$ cat config.mk
export PLATFORM = sky130hd
export DESIGN_NAME = qspi_link_shifter
export DESIGN_NICKNAME = d
export VERILOG_FILES = /design/src/rtl/qspi_link_shifter.sv
export SDC_FILE = /design/constraint.sdc
export NUM_CORES = 1
export LEC_CHECK = 0
export CORE_ASPECT_RATIO = 1.25
export CORE_UTILIZATION = 50
export DETAILED_ROUTE_END_ITERATION = 10
export PLACE_DENSITY = 0.77
export SETUP_SLACK_MARGIN = 0.4
export SYNTH_ARGS = -nofsm -noshare
export SYNTH_HDL_FRONTEND = slang
export SYNTH_SLANG_ARGS = --single-unit
export TNS_END_PERCENT = 5
$ cat constraint.sdc
create_clock -name clock -period 2.5 [get_ports clock]
set_input_delay 0.25 -clock clock [delete_from_list [all_inputs] [get_ports clock]]
set_output_delay 0.25 -clock clock [all_outputs]
set_load 0.03 [all_outputs]
$ cat src/rtl/qspi_link_shifter.sv
// qspi_link_shifter: serialises one tx frame per handshake onto SCK/DQ
// (single/dual/quad lanes, MSB or LSB first), captures the same number of
// beats from DQ and returns one rx byte per frame. Also owns chip select.
module qspi_link_shifter #(
  parameter int DIV_W = 12
) (
  input  logic             clock,
  input  logic             reset,
  input  logic [DIV_W-1:0] io_ctrl_sck_div,
  input  logic             io_ctrl_sck_pol,
  input  logic             io_ctrl_sck_pha,
  output logic             io_link_tx_ready,
  input  logic             io_link_tx_valid,
  input  logic [7:0]       io_link_tx_bits,
  input  logic [7:0]       io_link_cnt,
  input  logic [1:0]       io_link_fmt_proto,
  input  logic             io_link_fmt_endian,
  input  logic             io_link_fmt_iodir,
  input  logic             io_link_cs_set,
  input  logic             io_link_cs_clear,
  input  logic             io_link_cs_hold,
  output logic             io_link_active,
  output logic             io_link_rx_valid,
  output logic [7:0]       io_link_rx_bits,
  output logic             io_sck,
  output logic             io_cs_n,
  output logic [3:0]       io_dq_o,
  output logic [3:0]       io_dq_oe,
  input  logic [3:0]       io_dq_i
);

  typedef enum logic [1:0] {IDLE = 2'd0, SHIFT = 2'd1, DONE = 2'd2} state_t;

  state_t           state_reg, state_next;
  logic [DIV_W-1:0] div_reg, div_next, hcnt_reg, hcnt_next;
  logic [1:0]       mode_reg, mode_next;
  logic [3:0]       n_reg, n_next;
  logic [4:0]       edge_reg, edge_next;
  logic             pol_reg, pol_next, pha_reg, pha_next;
  logic             endian_reg, endian_next, iodir_reg, iodir_next;
  logic             clear_reg, clear_next;
  logic [7:0]       tx_shift_reg, tx_shift_next, rx_shift_reg, rx_shift_next;
  logic [7:0]       rx_bits_reg, rx_bits_next;
  logic [3:0]       dq_o_reg, dq_o_next;
  logic             sck_reg, sck_next, cs_n_reg, cs_n_next;
  logic             rx_valid_reg, rx_valid_next;

  logic [7:0]       tx_rev, tx_load;
  logic [3:0]       n_in;
  logic [1:0]       mode_in;
  logic [4:0]       edge_idx;
  logic             lead_edge;
  logic [3:0]       oe_mask;

  genvar gi;
  generate
    for (gi = 0; gi < 8; gi++) begin : g_tx_rev
      assign tx_rev[gi] = io_link_tx_bits[7-gi];
    end
  endgenerate

  // Mode 0 = single (proto 3 folds onto single), 1 = dual, 2 = quad.
  assign mode_in = (io_link_fmt_proto == 2'd3) ? 2'd0 : io_link_fmt_proto;
  assign n_in    = (io_link_cnt > 8'd8) ? 4'd8 : io_link_cnt[3:0];
  assign tx_load = io_link_fmt_endian ? tx_rev : io_link_tx_bits;

  // Returns {dq lanes, shifted tx register} for one beat.
  function automatic logic [11:0] drive_beat(input logic [7:0] sh, input logic [1:0] mode);
    case (mode)
      2'd1:    drive_beat = {2'b00, sh[7:6], sh[5:0], 2'b00};
      2'd2:    drive_beat = {sh[7:4], sh[3:0], 4'b0000};
      default: drive_beat = {3'b000, sh[7], sh[6:0], 1'b0};
    endcase
  endfunction

  // Single mode listens on dq[1] (MISO); wider modes use the low lanes.
  function automatic logic [7:0] sample_beat(input logic [7:0] sh, input logic [1:0] mode,
                                             input logic [3:0] dq);
    case (mode)
      2'd1:    sample_beat = {sh[5:0], dq[1:0]};
      2'd2:    sample_beat = {sh[3:0], dq};
      default: sample_beat = {sh[6:0], dq[1]};
    endcase
  endfunction

  // Left-align the captured bits to bit 7, zero-fill below, undo LSB-first order.
  function automatic logic [7:0] format_rx(input logic [7:0] sh, input logic [3:0] n,
                                           input logic [1:0] mode, input logic endian);
    logic [5:0] nl;
    logic [7:0] al;
    nl = {2'b00, n} << mode;
    if (nl >= 6'd8) al = sh;
    else            al = sh << (4'd8 - nl[3:0]);
    format_rx = al;
    if (endian) begin
      for (int i = 0; i < 8; i++) format_rx[i] = al[7-i];
    end
  endfunction

  // Lanes enabled during the shift phase; single mode always drives MOSI.
  always_comb begin
    case (mode_reg)
      2'd1:    oe_mask = iodir_reg ? 4'b0011 : 4'b0000;
      2'd2:    oe_mask = iodir_reg ? 4'b1111 : 4'b0000;
      default: oe_mask = 4'b0001;
    endcase
  end

  // Next-state and datapath: latch on fire, step beats on each sck edge, report in DONE.
  always_comb begin
    state_next    = state_reg;
    div_next      = div_reg;
    hcnt_next     = hcnt_reg;
    mode_next     = mode_reg;
    n_next        = n_reg;
    edge_next     = edge_reg;
    pol_next      = pol_reg;
    pha_next      = pha_reg;
    endian_next   = endian_reg;
    iodir_next    = iodir_reg;
    clear_next    = clear_reg;
    tx_shift_next = tx_shift_reg;
    rx_shift_next = rx_shift_reg;
    rx_bits_next  = rx_bits_reg;
    dq_o_next     = dq_o_reg;
    sck_next      = sck_reg;
    cs_n_next     = cs_n_reg;
    rx_valid_next = 1'b0;
    edge_idx      = edge_reg + 5'd1;
    lead_edge     = edge_idx[0];
    case (state_reg)
      IDLE: begin
        sck_next = io_ctrl_sck_pol;
        if (io_link_tx_valid) begin
          div_next      = io_ctrl_sck_div;
          mode_next     = mode_in;
          n_next        = n_in;
          pol_next      = io_ctrl_sck_pol;
          pha_next      = io_ctrl_sck_pha;
          endian_next   = io_link_fmt_endian;
          iodir_next    = io_link_fmt_iodir;
          clear_next    = io_link_cs_clear & ~io_link_cs_hold;
          tx_shift_next = tx_load;
          rx_shift_next = 8'h00;
          hcnt_next     = '0;
          edge_next     = 5'd0;
          if (io_link_cs_set) cs_n_next = 1'b0;
          if (n_in == 4'd0) begin
            state_next    = DONE;
            rx_valid_next = 1'b1;
            rx_bits_next  = 8'h00;
            if (io_link_cs_clear & ~io_link_cs_hold) cs_n_next = 1'b1;
          end else begin
            state_next = SHIFT;
            if (!io_ctrl_sck_pha) {dq_o_next, tx_shift_next} = drive_beat(tx_load, mode_in);
          end
        end
      end
      SHIFT: begin
        if (hcnt_reg == div_reg) begin
          hcnt_next = '0;
          sck_next  = ~sck_reg;
          edge_next = edge_idx;
          if (lead_edge ^ pha_reg)
            rx_shift_next = sample_beat(rx_shift_reg, mode_reg, io_dq_i);
          if (pha_reg ? lead_edge : (!lead_edge && (edge_idx != {n_reg, 1'b0})))
            {dq_o_next, tx_shift_next} = drive_beat(tx_shift_reg, mode_reg);
          if (edge_idx == {n_reg, 1'b0}) begin
            state_next    = DONE;
            rx_valid_next = 1'b1;
            rx_bits_next  = format_rx(rx_shift_next, n_reg, mode_reg, endian_reg);
            if (clear_reg) cs_n_next = 1'b1;
          end
        end else begin
          hcnt_next = hcnt_reg + DIV_W'(1);
        end
      end
      DONE: begin
        state_next = IDLE;
      end
      default: begin
        state_next = IDLE;
      end
    endcase
  end

  // State and output registers with asynchronous reset.
  always_ff @(posedge clock or posedge reset) begin
    if (reset) begin
      state_reg    <= IDLE;
      div_reg      <= '0;
      hcnt_reg     <= '0;
      mode_reg     <= 2'd0;
      n_reg        <= 4'd0;
      edge_reg     <= 5'd0;
      pol_reg      <= 1'b0;
      pha_reg      <= 1'b0;
      endian_reg   <= 1'b0;
      iodir_reg    <= 1'b0;
      clear_reg    <= 1'b0;
      tx_shift_reg <= 8'h00;
      rx_shift_reg <= 8'h00;
      rx_bits_reg  <= 8'h00;
      dq_o_reg     <= 4'h0;
      sck_reg      <= 1'b0;
      cs_n_reg     <= 1'b1;
      rx_valid_reg <= 1'b0;
    end else begin
      state_reg    <= state_next;
      div_reg      <= div_next;
      hcnt_reg     <= hcnt_next;
      mode_reg     <= mode_next;
      n_reg        <= n_next;
      edge_reg     <= edge_next;
      pol_reg      <= pol_next;
      pha_reg      <= pha_next;
      endian_reg   <= endian_next;
      iodir_reg    <= iodir_next;
      clear_reg    <= clear_next;
      tx_shift_reg <= tx_shift_next;
      rx_shift_reg <= rx_shift_next;
      rx_bits_reg  <= rx_bits_next;
      dq_o_reg     <= dq_o_next;
      sck_reg      <= sck_next;
      cs_n_reg     <= cs_n_next;
      rx_valid_reg <= rx_valid_next;
    end
  end

  assign io_link_tx_ready = (state_reg == IDLE);
  assign io_link_active   = (state_reg != IDLE);
  assign io_link_rx_valid = rx_valid_reg;
  assign io_link_rx_bits  = rx_bits_reg;
  assign io_sck           = sck_reg;
  assign io_cs_n          = cs_n_reg;
  assign io_dq_o          = dq_o_reg;
  assign io_dq_oe         = (state_reg == SHIFT) ? oe_mask : 4'b0000;

endmodule
==> out/metrics.cfg, run 1 <==
[clock_network]
cts.path.max_buffers = 2
cts_root_buffer = clkbuf_16
numCtsBuffers = 9
htree_num_levels = 3
clk_pin_slew_ns = 0.06
insertion_delay_ns = 0.33
cts_sinks = 72
cts_tree = yes

[place]
place_ws_ns = 0.0986
gp_congestion = 0.857
portBuffers = 64
hpwlAfterDp_mm = 9.38

[yosys]
synth_edf_count = 0
seq_area_frac_synth_pct = 37.5
synth.avg_cell_area_um2 = 8.80
synth_top_area_share_pct = 37.0
synth_seq_cells = 72
syn-cell-area_mm2 = 0.00480
syn-num-nets = 597
yosys_warnings = 0
yosysTopAreaCell = dfrtp_1
yosysMostFrequentCell = nand2_1
ys_async_sr_fraction_pct = 100
synthTopCellsByCount = nand2_1 (85), dfrtp_1 (71), o21ai_0 (55)
netlist_instances = 546
synth_flop_cell = dfrtp_1
synth.distinct_cells = 80
synthTopCellsByArea = dfrtp_1 (37%), nand2_1 (6.6%), o21ai_0 (5.7%), xor2_1 (3.3%), nand3_1 (3.0%)

[grt]
grt_pass1_wl_mm = 21.0
grt_pass1_vias = 4416
antenna_found_initial = 0
grt_max_degree = 34
track_usage_pct = 27.2
grt_overflow_total = 0

[critical_path]
crit_chain = buf_4 -> nor3b_4 -> inv_4 -> ha_4 -> xnor2_4 -> nor3_4 -> a311oi_2 -> o311ai_1 -> a32o_1
cpPeakStageDelay_ns = 0.42
endpoint_kind = flop
start_kind = flop
crit_start = mode_reg[1]
worstPathMaxFanout = 7
cpMaxStageDelayCell = dfrtp_1
critical_path_class = flop to flop
r2r-start = mode_reg[1]
crit_family = compound AO/OA/AOI/OAI gates
cp.required_ns = 2.72
arrival_ns = 2.59
worst-path-buf-inv = 2

[outcome]
status = finished, final reports clean

[routing]
wl_per_cell_um = 17.4
drtAntennaViolNets = 0
first_iter_violations = 266
drt_pass1_iterations = 5
drc_errors = 0
via_per_inst = 6.11
vias = 4555
drt_wl_total_mm = 13.0

[finish]
drive_above_1_share_pct = 20.1
synthToLayoutAreaGrowth_pct = 29.6
diodes = 0
final_nets = 670

[min_path]
min_path_type = input port to async pin

[sta]
finalSetupViolCount = 0
finalHoldViolCount = 0
max_freq_ghz = 0.422
fin_skew_ns = 0.00457
worstMarginPinSlew_ns = 0.516
rsz0062_at_grt = yes
post-route-period-util_pct = 94.8
fin_crit_ns = 2.37
tns_ns = 0
max_slew_margin_pct = 65.6
maxSlewViolCount = 0
timing.final.ws_setup_ns = 0.130

[floorplanning]
dieArea_mm2 = 0.0100
initial_core_util_pct = 52.1
rows = 39
die_y_um = 112
core_mm2 = 0.00922
die_w_um = 89.7
num_io_pins = 65

[flow_run]
cap_violations = 0

[power]
power.density_mw_per_mm2 = 1040
peakVddDrop_mv = 0.489
leakage_uw = 0.00267

## kinds of logic (layout without fill, tap and decap cells)
kind of cell	after synthesis	count (layout)	synth area share (%)
AO/OA/AOI/OAI	166	166	24.1
XOR/XNOR	25	25	5.45
adder cells (fa/ha/maj)	7	7	1.82
buffers and inverters	53	130	5.08
flip-flops	72	72	37.5
multiplexers	24	24	5.68
AND/OR/NAND/NOR	199	199	20.3
## per-stage QoR
step	instance area, um^2	hold WS, ns	utilization [%]	total power [uW]	instances
after floorplan	4890	0.355	-	4050	546
after global placement	5730	0.462	62.1	4840	728
after detailed placement	5730	0.483	62.1	4910	728
after CTS	6080	0.290	65.9	6290	746
after global routing	6220	0.336	67.5	6900	746
final	6220	0.284	67.5	6470	746
## what timing repair did
item | 4_1_cts | 5_1_grt
pin swaps | 5 | 21
resized for setup | 12 | 40
buffers inserted | 3 | 0
hold buffers | 0 | 0
endpoints found under the setup margin | 25 | 33
## per-layer routing
| layer | track usage [%] | wire, um |
|---|---|---|
| met5 | 0 | 0 |
| met4 | 10.1 | 265 |
| met3 | 4.82 | 623 |
| met2 | 45.9 | 6960 |
| met1 | 34.1 | 5170 |
## worst paths after layout
check / to / slack, ns / depth (start not counted)
setup / recovery: io_link_rx_bits[7] / 0.13 / 9
hold / removal: edge_reg[3] / 0.28 / 2
setup reg to reg: io_link_rx_bits[7] / 0.13 / 9
hold reg to reg: div_reg[2] / 0.49 / 2
max in group asynchronous: hcnt_reg[9] / 1.67 / 3
min in group clock: div_reg[2] / 0.45 / 3
## cells in the final DEF, fill, tap and decap left out, drive strengths merged, types with 13 or more instances in the layout
cell type      count
a21oi             24
buf               35
clkbuf            13
clkdlybuf4s50     58
dfrtp             71
inv               18
mux2              17
nand2             85
nand3             29
nor2              34
o21ai             61
xor2              18
## power breakdown
part | switching [uW] | internal [uW]
Combinational | 1830 | 1540
Sequential | 385 | 1510
Clock | 487 | 717
## final cells by class
cell class,count,area [um^2]
Multi-Input combinational cell,421,3000
Timing Repair Buffer,96,918
Clock inverter,3,17.5
Clock buffer,12,256
Fill cell,724,3000
Sequential cell,72,1810
Tap cell,123,154
Inverter,19,75.1
(Power assumes the default switching activity.)
==> run 2: changes to the inputs <==
CORE_UTILIZATION = 58   (was 50)
DONT_BUFFER_PORTS = 1   (was default)
PLACE_DENSITY = 0.76   (was 0.77)
==> run 2 against run 1 <==
- hold slack got worse by 0.27 ns
- fmax decreased by 1.9%
- combinational power decreased by 4%
==> out/metrics.cfg, run 2 (synthesis results as in run 1) <==
[sta]
rsz0062_at_grt = yes  ; unchanged
fin_hold_ws_ns = 0.0141  ; was 0.284 ns
maxSlewViolCount = 0  ; unchanged
worstMarginPinSlew_ns = 0.876  ; was 0.516 ns
fin_crit_ns = 2.42  ; was 2.37 ns
max_slew_margin_pct = 41.4  ; was 65.6%
fin_skew_ns = 0.00851  ; was 0.00457 ns
finalSetupViolCount = 0  ; unchanged
tns_ns = 0  ; unchanged
finalHoldViolCount = 0  ; unchanged
post-route-period-util_pct = 96.7  ; was 94.8%
timing.final.ws_setup_ns = 0.0834  ; was 0.130 ns
max_freq_ghz = 0.414  ; was 0.422 GHz

[finish]
drive_above_1_share_pct = 19.8  ; was 20.1%
diodes = 0  ; unchanged
final_nets = 622  ; was 670
synthToLayoutAreaGrowth_pct = 15.5  ; was 29.6%
final_common_cell = nand2_1  ; unchanged
final_area_mm2 = 0.00555  ; was 0.00622 mm^2
layout_common_cells = nand2_1 (84), dfrtp_1 (71), o21ai_0 (54), buf_4 (33), nor2_1 (32)  ; was nand2_1 (85), dfrtp_1 (67), clkdlybuf4s50_1 (58), o21ai_0 (53), nor2_1 (32)

[critical_path]
crit_family = compound AO/OA/AOI/OAI gates  ; unchanged
critical_path_class = flop to flop  ; unchanged
endpoint_kind = flop  ; unchanged
arrival_ns = 2.67  ; was 2.59 ns
worst-path-buf-inv = 2  ; unchanged
worstPathMaxFanout = 7  ; unchanged
crit_chain = inv_2 -> ha_4 -> buf_2 -> a221o_1 -> o211ai_1 -> a32oi_2 -> and4_1 -> a311oi_2 -> o311ai_1 -> a32o_1  ; was buf_4 -> nor3b_4 -> inv_4 -> ha_4 -> xnor2_4 -> nor3_4 -> a311oi_2 -> o311ai_1 -> a32o_1
start_kind = flop  ; unchanged
r2r-start = mode_reg[0]  ; was mode_reg[1]
cpPeakStageDelay_ns = 0.43  ; was 0.42 ns
cp.required_ns = 2.75  ; was 2.72 ns
crit_start = mode_reg[0]  ; was mode_reg[1]
cpMaxStageDelayCell = dfrtp_1  ; unchanged

[clock_network]
cts_root_buffer = clkbuf_8  ; was clkbuf_16
htree_num_levels = 3  ; unchanged
cts_tree = yes  ; unchanged
cts.path.max_buffers = 2  ; unchanged
cts_sinks = 72  ; unchanged
clk_pin_slew_ns = 0.08  ; was 0.06 ns
insertion_delay_ns = 0.36  ; was 0.33 ns
numCtsBuffers = 9  ; unchanged

[place]
hpwlAfterDp_mm = 8.81  ; was 9.38 mm
place_ws_ns = 0.0906  ; was 0.0986 ns
gp_congestion = 0.903  ; was 0.857
placed_cell_area_mm2 = 0.00504  ; was 0.00573 mm^2
portBuffers = 0  ; was 64

[floorplanning]
core_mm2 = 0.00793  ; was 0.00922 mm^2
initial_core_util_pct = 60.6  ; was 52.1%
die_w_um = 83.4  ; was 89.7 um
rows = 36  ; was 39
num_io_pins = 65  ; unchanged
die_y_um = 104  ; was 112 um
dieArea_mm2 = 0.00865  ; was 0.0100 mm^2

[grt]
grt_overflow_total = 0  ; unchanged
grt_pass1_wl_mm = 21.3  ; was 21.0 mm
grt_pass1_vias = 4343  ; was 4,416
track_usage_pct = 31.1  ; was 27.2%
grt_max_degree = 48  ; was 34
antenna_found_initial = 0  ; unchanged

[routing]
wl_per_cell_um = 19.0  ; was 17.4 um
vias = 4397  ; was 4,555
drt_wl_total_mm = 12.8  ; was 13.0 mm
drt_pass1_iterations = 5  ; unchanged
first_iter_violations = 308  ; was 266
drtAntennaViolNets = 0  ; unchanged
via_per_inst = 6.55  ; was 6.11
drc_errors = 0  ; unchanged

[outcome]
status = finished, final reports clean  ; unchanged

[power]
power.density_mw_per_mm2 = 1100  ; was 1040 mW/mm^2
peakVddDrop_mv = 0.882  ; was 0.489 mV
leakage_uw = 0.00240  ; was 0.00267 uW

[min_path]
min_path_type = input port to flop  ; was input port to async pin
min-delay-start = io_ctrl_sck_div[3]

[flow_run]
cap_violations = 0  ; unchanged

==> run 2: changes by cell type in the layout (fill, tap and decap cells not counted), moves of 4 or more <==
cell,change
dfrtp_1,+4
mux2_4,-4
clkdlybuf4s50_1,-58
mux2_1,+4
clkbuf_8,+9
clkbuf_16,-9
dfrtp_2,-4
dlygate4sd3_1,+12
==> run 2: layout make-up <==
type | instances | area, um^2
inverter | 19 | 75.1
clock inverter | 5 | 40.0
fill | 614 | 2380
multi-input combinational | 421 | 2950
sequential | 72 | 1800
tap | 95 | 119
clock buffer | 11 | 151
timing repair buffer | 48 | 404
==> run 2: path summary, 6_finish.rpt <==
check / endpoint / slack, ns / depth (start not counted)
min in group asynchronous: io_link_rx_bits[2] / 0.41 / 2
setup / recovery: io_link_rx_bits[0] / 0.08 / 10
setup reg to reg: io_link_rx_bits[0] / 0.08 / 10
max in group asynchronous: io_cs_n / 1.40 / 3
hold reg to reg: div_reg[2] / 0.50 / 2
hold / removal: div_reg[3] / 0.01 / 2
==> run 2: power by group <==
part	switching, uW	internal, uW	leakage (uW)	total, uW
Combinational	1780	1470	0.00138	3260
Clock	483	421	0.0000935	905
Sequential	458	1500	0.000930	1960
==> run 2: per-layer routing <==
layer / vias to the layer above / share of wire (%) / track usage (%)
met4: 0 / 2.8 / 12.8
met1: 2134 / 42 / 38.7
met2: 180 / 50 / 52.7
met5: - / 0 / 0
li1: 2041 / - / -
met3: 42 / 5.5 / 5.98
==> run 2: per-stage QoR <==
step                util (%)  total power [uW]  instances
detailed placement      63.6              4750        635
global route            69.9              6520        671
finish                  69.9              6120        671
global placement        63.6              4660        635
floorplan                  -              4050        546
CTS                     69.6              6010        671
==> run 2: repair_timing <==
item / 4_1_cts / 5_1_grt
gates resized for setup: 21 / 6
hold buffers: 12 / 0
pin swaps: 10 / 3
gates cloned: 0 / 0
endpoints found under the hold margin: 36 / 0
setup buffers: 8 / 0
setup endpoints to repair: 36 / 39
==> run 2: worst reg2reg max path, cell delays in order (launching register included) <==
cell	delay, ns
dfrtp_1	0.43
inv_2	0.10
ha_4	0.22
buf_2	0.15
a221o_1	0.26
o211ai_1	0.14
a32oi_2	0.18
and4_1	0.18
a311oi_2	0.23
o311ai_1	0.15
a32o_1	0.27
==> run 3: changes to the inputs <==
GPL_TIMING_DRIVEN = 0   (was default)
==> run 3 against run 2 <==
- the run now ends with negative setup slack left
- wire length up 2.7%
- via count up 2.2%
- fmax down 5.9%
- power up 5.6%
- first-iteration DRC count up 6.8%
- register-to-register slack worse by 0.15 ns
- non-clock buffer count up 21
- flip-flop and latch count unchanged
- cell count up 3.1%
- sequential power about the same
- largest power group unchanged
==> out/metrics.cfg, run 3 (synthesis results as in run 1) <==
[place]
gp_congestion = 0.874  ; was 0.903
portBuffers = 0  ; unchanged
placed_cell_area_mm2 = 0.00501  ; was 0.00504 mm^2
hpwlAfterDp_mm = 8.92  ; was 8.81 mm
dp.cells = 641  ; was 635

[power]
power.total_uw = 6460  ; was 6120 uW
power_frac_comb_pct = 54.8  ; was 53.2%
power.density_mw_per_mm2 = 1120  ; was 1100 mW/mm^2
leakage_uw = 0.00247  ; was 0.00240 uW
peakVddDrop_mv = 0.898  ; was 0.882 mV
switching_share_pct = 43.9  ; was 44.5%
clockPowerShare_pct = 14.8  ; about the same
p_seq_share_pct = 30.4  ; was 32.0%
power_switching_uw = 2830  ; was 2730 uW
p_int_uw = 3630  ; was 3390 uW

[routing]
via_per_inst = 6.49  ; was 6.55
vias = 4493  ; was 4,397
wl_per_cell_um = 18.9  ; was 19.0 um
first_iter_violations = 329  ; was 308
drtAntennaViolNets = 0  ; unchanged
drt_pass1_iterations = 5  ; unchanged
drt_wl_total_mm = 13.1  ; was 12.8 mm
drc_errors = 0  ; unchanged

[min_path]
min_path_type = input port to flop  ; unchanged
min-delay-start = io_ctrl_sck_div[4]  ; was io_ctrl_sck_div[3]

[critical_path]
crit_chain = buf_6 -> nor3b_4 -> clkinv_4 -> ha_4 -> xor2_4 -> and4_1 -> a311oi_2 -> o311ai_1 -> a32o_1  ; was inv_2 -> ha_4 -> buf_2 -> a221o_1 -> o211ai_1 -> a32oi_2 -> and4_1 -> a311oi_2 -> o311ai_1 -> a32o_1
cpMaxStageDelayCell = dfrtp_1  ; unchanged
r2r-start = mode_reg[1]  ; was mode_reg[0]
crit_family = compound AO/OA/AOI/OAI gates  ; unchanged
arrival_ns = 2.82  ; was 2.67 ns
cpPeakStageDelay_ns = 0.41  ; was 0.43 ns
crit_start = mode_reg[1]  ; was mode_reg[0]
critical_path_class = flop to flop  ; unchanged
endpoint_kind = flop  ; unchanged
worst-path-buf-inv = 2  ; unchanged
cp.required_ns = 2.76  ; was 2.75 ns
start_kind = flop  ; unchanged
worstPathMaxFanout = 8  ; was 7

[sta]
fin_skew_ns = 0.00711  ; was 0.00851 ns
finalHoldViolCount = 0  ; unchanged
finalSetupViolCount = 4  ; was 0
rsz0062_at_grt = yes  ; unchanged
timing.final.ws_setup_ns = -0.0673  ; was 0.0834 ns
max_freq_ghz = 0.390  ; was 0.414 GHz
worstMarginPinSlew_ns = 0.884  ; was 0.876 ns
fin_crit_ns = 2.57  ; was 2.42 ns
post-route-period-util_pct = 103  ; was 96.7%
tns_ns = -0.204  ; was 0 ns
maxSlewViolCount = 0  ; unchanged
max_slew_margin_pct = 41.1  ; was 41.4%

[floorplanning]
die_y_um = 104  ; unchanged
initial_core_util_pct = 60.6  ; unchanged
rows = 36  ; unchanged
die_w_um = 83.4  ; unchanged
dieArea_mm2 = 0.00865  ; unchanged
num_io_pins = 65  ; unchanged
core_mm2 = 0.00793  ; unchanged

[grt]
grt_overflow_total = 0  ; unchanged
grt_pass1_wl_mm = 21.0  ; was 21.3 mm
grt_max_degree = 73  ; was 48
antenna_found_initial = 0  ; unchanged
grt_pass1_vias = 4344  ; was 4,343
track_usage_pct = 30.5  ; was 31.1%

[clock_network]
htree_num_levels = 3  ; unchanged
cts.path.max_buffers = 2  ; unchanged
numCtsBuffers = 9  ; unchanged
clk_pin_slew_ns = 0.08  ; about the same
cts_root_buffer = clkbuf_8  ; unchanged
cts_tree = yes  ; unchanged
insertion_delay_ns = 0.36  ; about the same
cts_sinks = 72  ; unchanged

[finish]
post_layout_nonfiller_instances = 692  ; was 671
final_nets = 643  ; was 622
final_common_cell = nand2_1  ; unchanged
final_area_mm2 = 0.00577  ; was 0.00555 mm^2
layout_common_cells = nand2_1 (84), dfrtp_1 (69), o21ai_0 (52), nor2_1 (31), nand3_1 (28)  ; was nand2_1 (84), dfrtp_1 (71), o21ai_0 (54), buf_4 (33), nor2_1 (32)
diodes = 0  ; unchanged
postLayoutCoreUtil_pct = 72.7  ; was 69.9%
synthToLayoutAreaGrowth_pct = 20.1  ; was 15.5%
drive_above_1_share_pct = 23.5  ; was 19.8%

[outcome]
status = complete, but fails checks  ; was finished, final reports clean
violations = negative setup slack

[flow_run]
cap_violations = 0  ; unchanged

-- run 3: final timing paths --
kind / to / slack [ns] / depth (start not counted)
setup / recovery: io_link_rx_bits[7] / -0.07 / 9
hold / removal: div_reg[4] / 0.006 / 2
setup reg to reg: io_link_rx_bits[7] / -0.07 / 9
hold reg to reg: div_reg[2] / 0.50 / 2
max in group asynchronous: n_reg[0] / 1.34 / 2
min in group asynchronous: io_link_rx_bits[7] / 0.55 / 2
-- run 3: power groups by stage --
stage	clock, uW	sequential (uW)	combinational [uW]
floorplan	0	1850	2200
global placement	0	1940	2620
detailed placement	0	1960	2690
CTS	966	1940	3100
global route	1010	2000	3830
finish	959	1960	3540
-- run 3: metal layers --
layer	up-vias	global-route usage [%]	share of wire, %	wire, um
met5	-	0	0	0
met4	0	14.9	2.1	269
met2	189	51.2	50	6600
met1	2185	38.2	42	5470
met3	31	4.46	5.9	774
li1	2088	-	-	-
-- run 3: timing repair --
| action | 4_1_cts | 5_1_grt |
|---|---|---|
| buffers inserted | 12 | 14 |
| endpoints found under the hold margin | 59 | 0 |
| hold buffers | 9 | 0 |
| pin swaps | 10 | 22 |
| gates cloned | 0 | 0 |
| gates resized for setup | 22 | 60 |
| setup endpoints to repair | 72 | 72 |
-- run 3: worst reg2reg max path, delay by kind of cell (launching register included) --
kind                     cells  cell delay (ns)
adder cells (fa/ha/maj)      1             0.23
XOR/XNOR                     1             0.20
buffers and inverters        2             0.32
flip-flops                   1             0.41
AND/OR/NAND/NOR              2             0.51
AO/OA/AOI/OAI                3             0.80
-- run 3: area by class of cell --
| cell class | instances | area (um^2) |
|---|---|---|
| multi-input cells | 421 | 3010 |
| fillers | 595 | 2160 |
| flip-flops and latches | 72 | 1810 |
| repair buffers | 35 | 300 |
| plain buffers | 34 | 246 |
| clock buffers | 12 | 145 |
| well taps | 95 | 119 |
| inverters | 19 | 86.3 |
| clock inverters | 4 | 51.3 |
-- run 3: metrics by stage --
| step | hold slack [ns] | setup slack, ns |
|---|---|---|
| finish | 0.00631 | -0.0673 |
| global route | 0.000444 | -0.156 |
| global placement | 0.359 | -0.340 |
| floorplan | 0.355 | 0.227 |
| detailed placement | 0.362 | -0.132 |
| CTS | 0.00276 | 0.00591 |
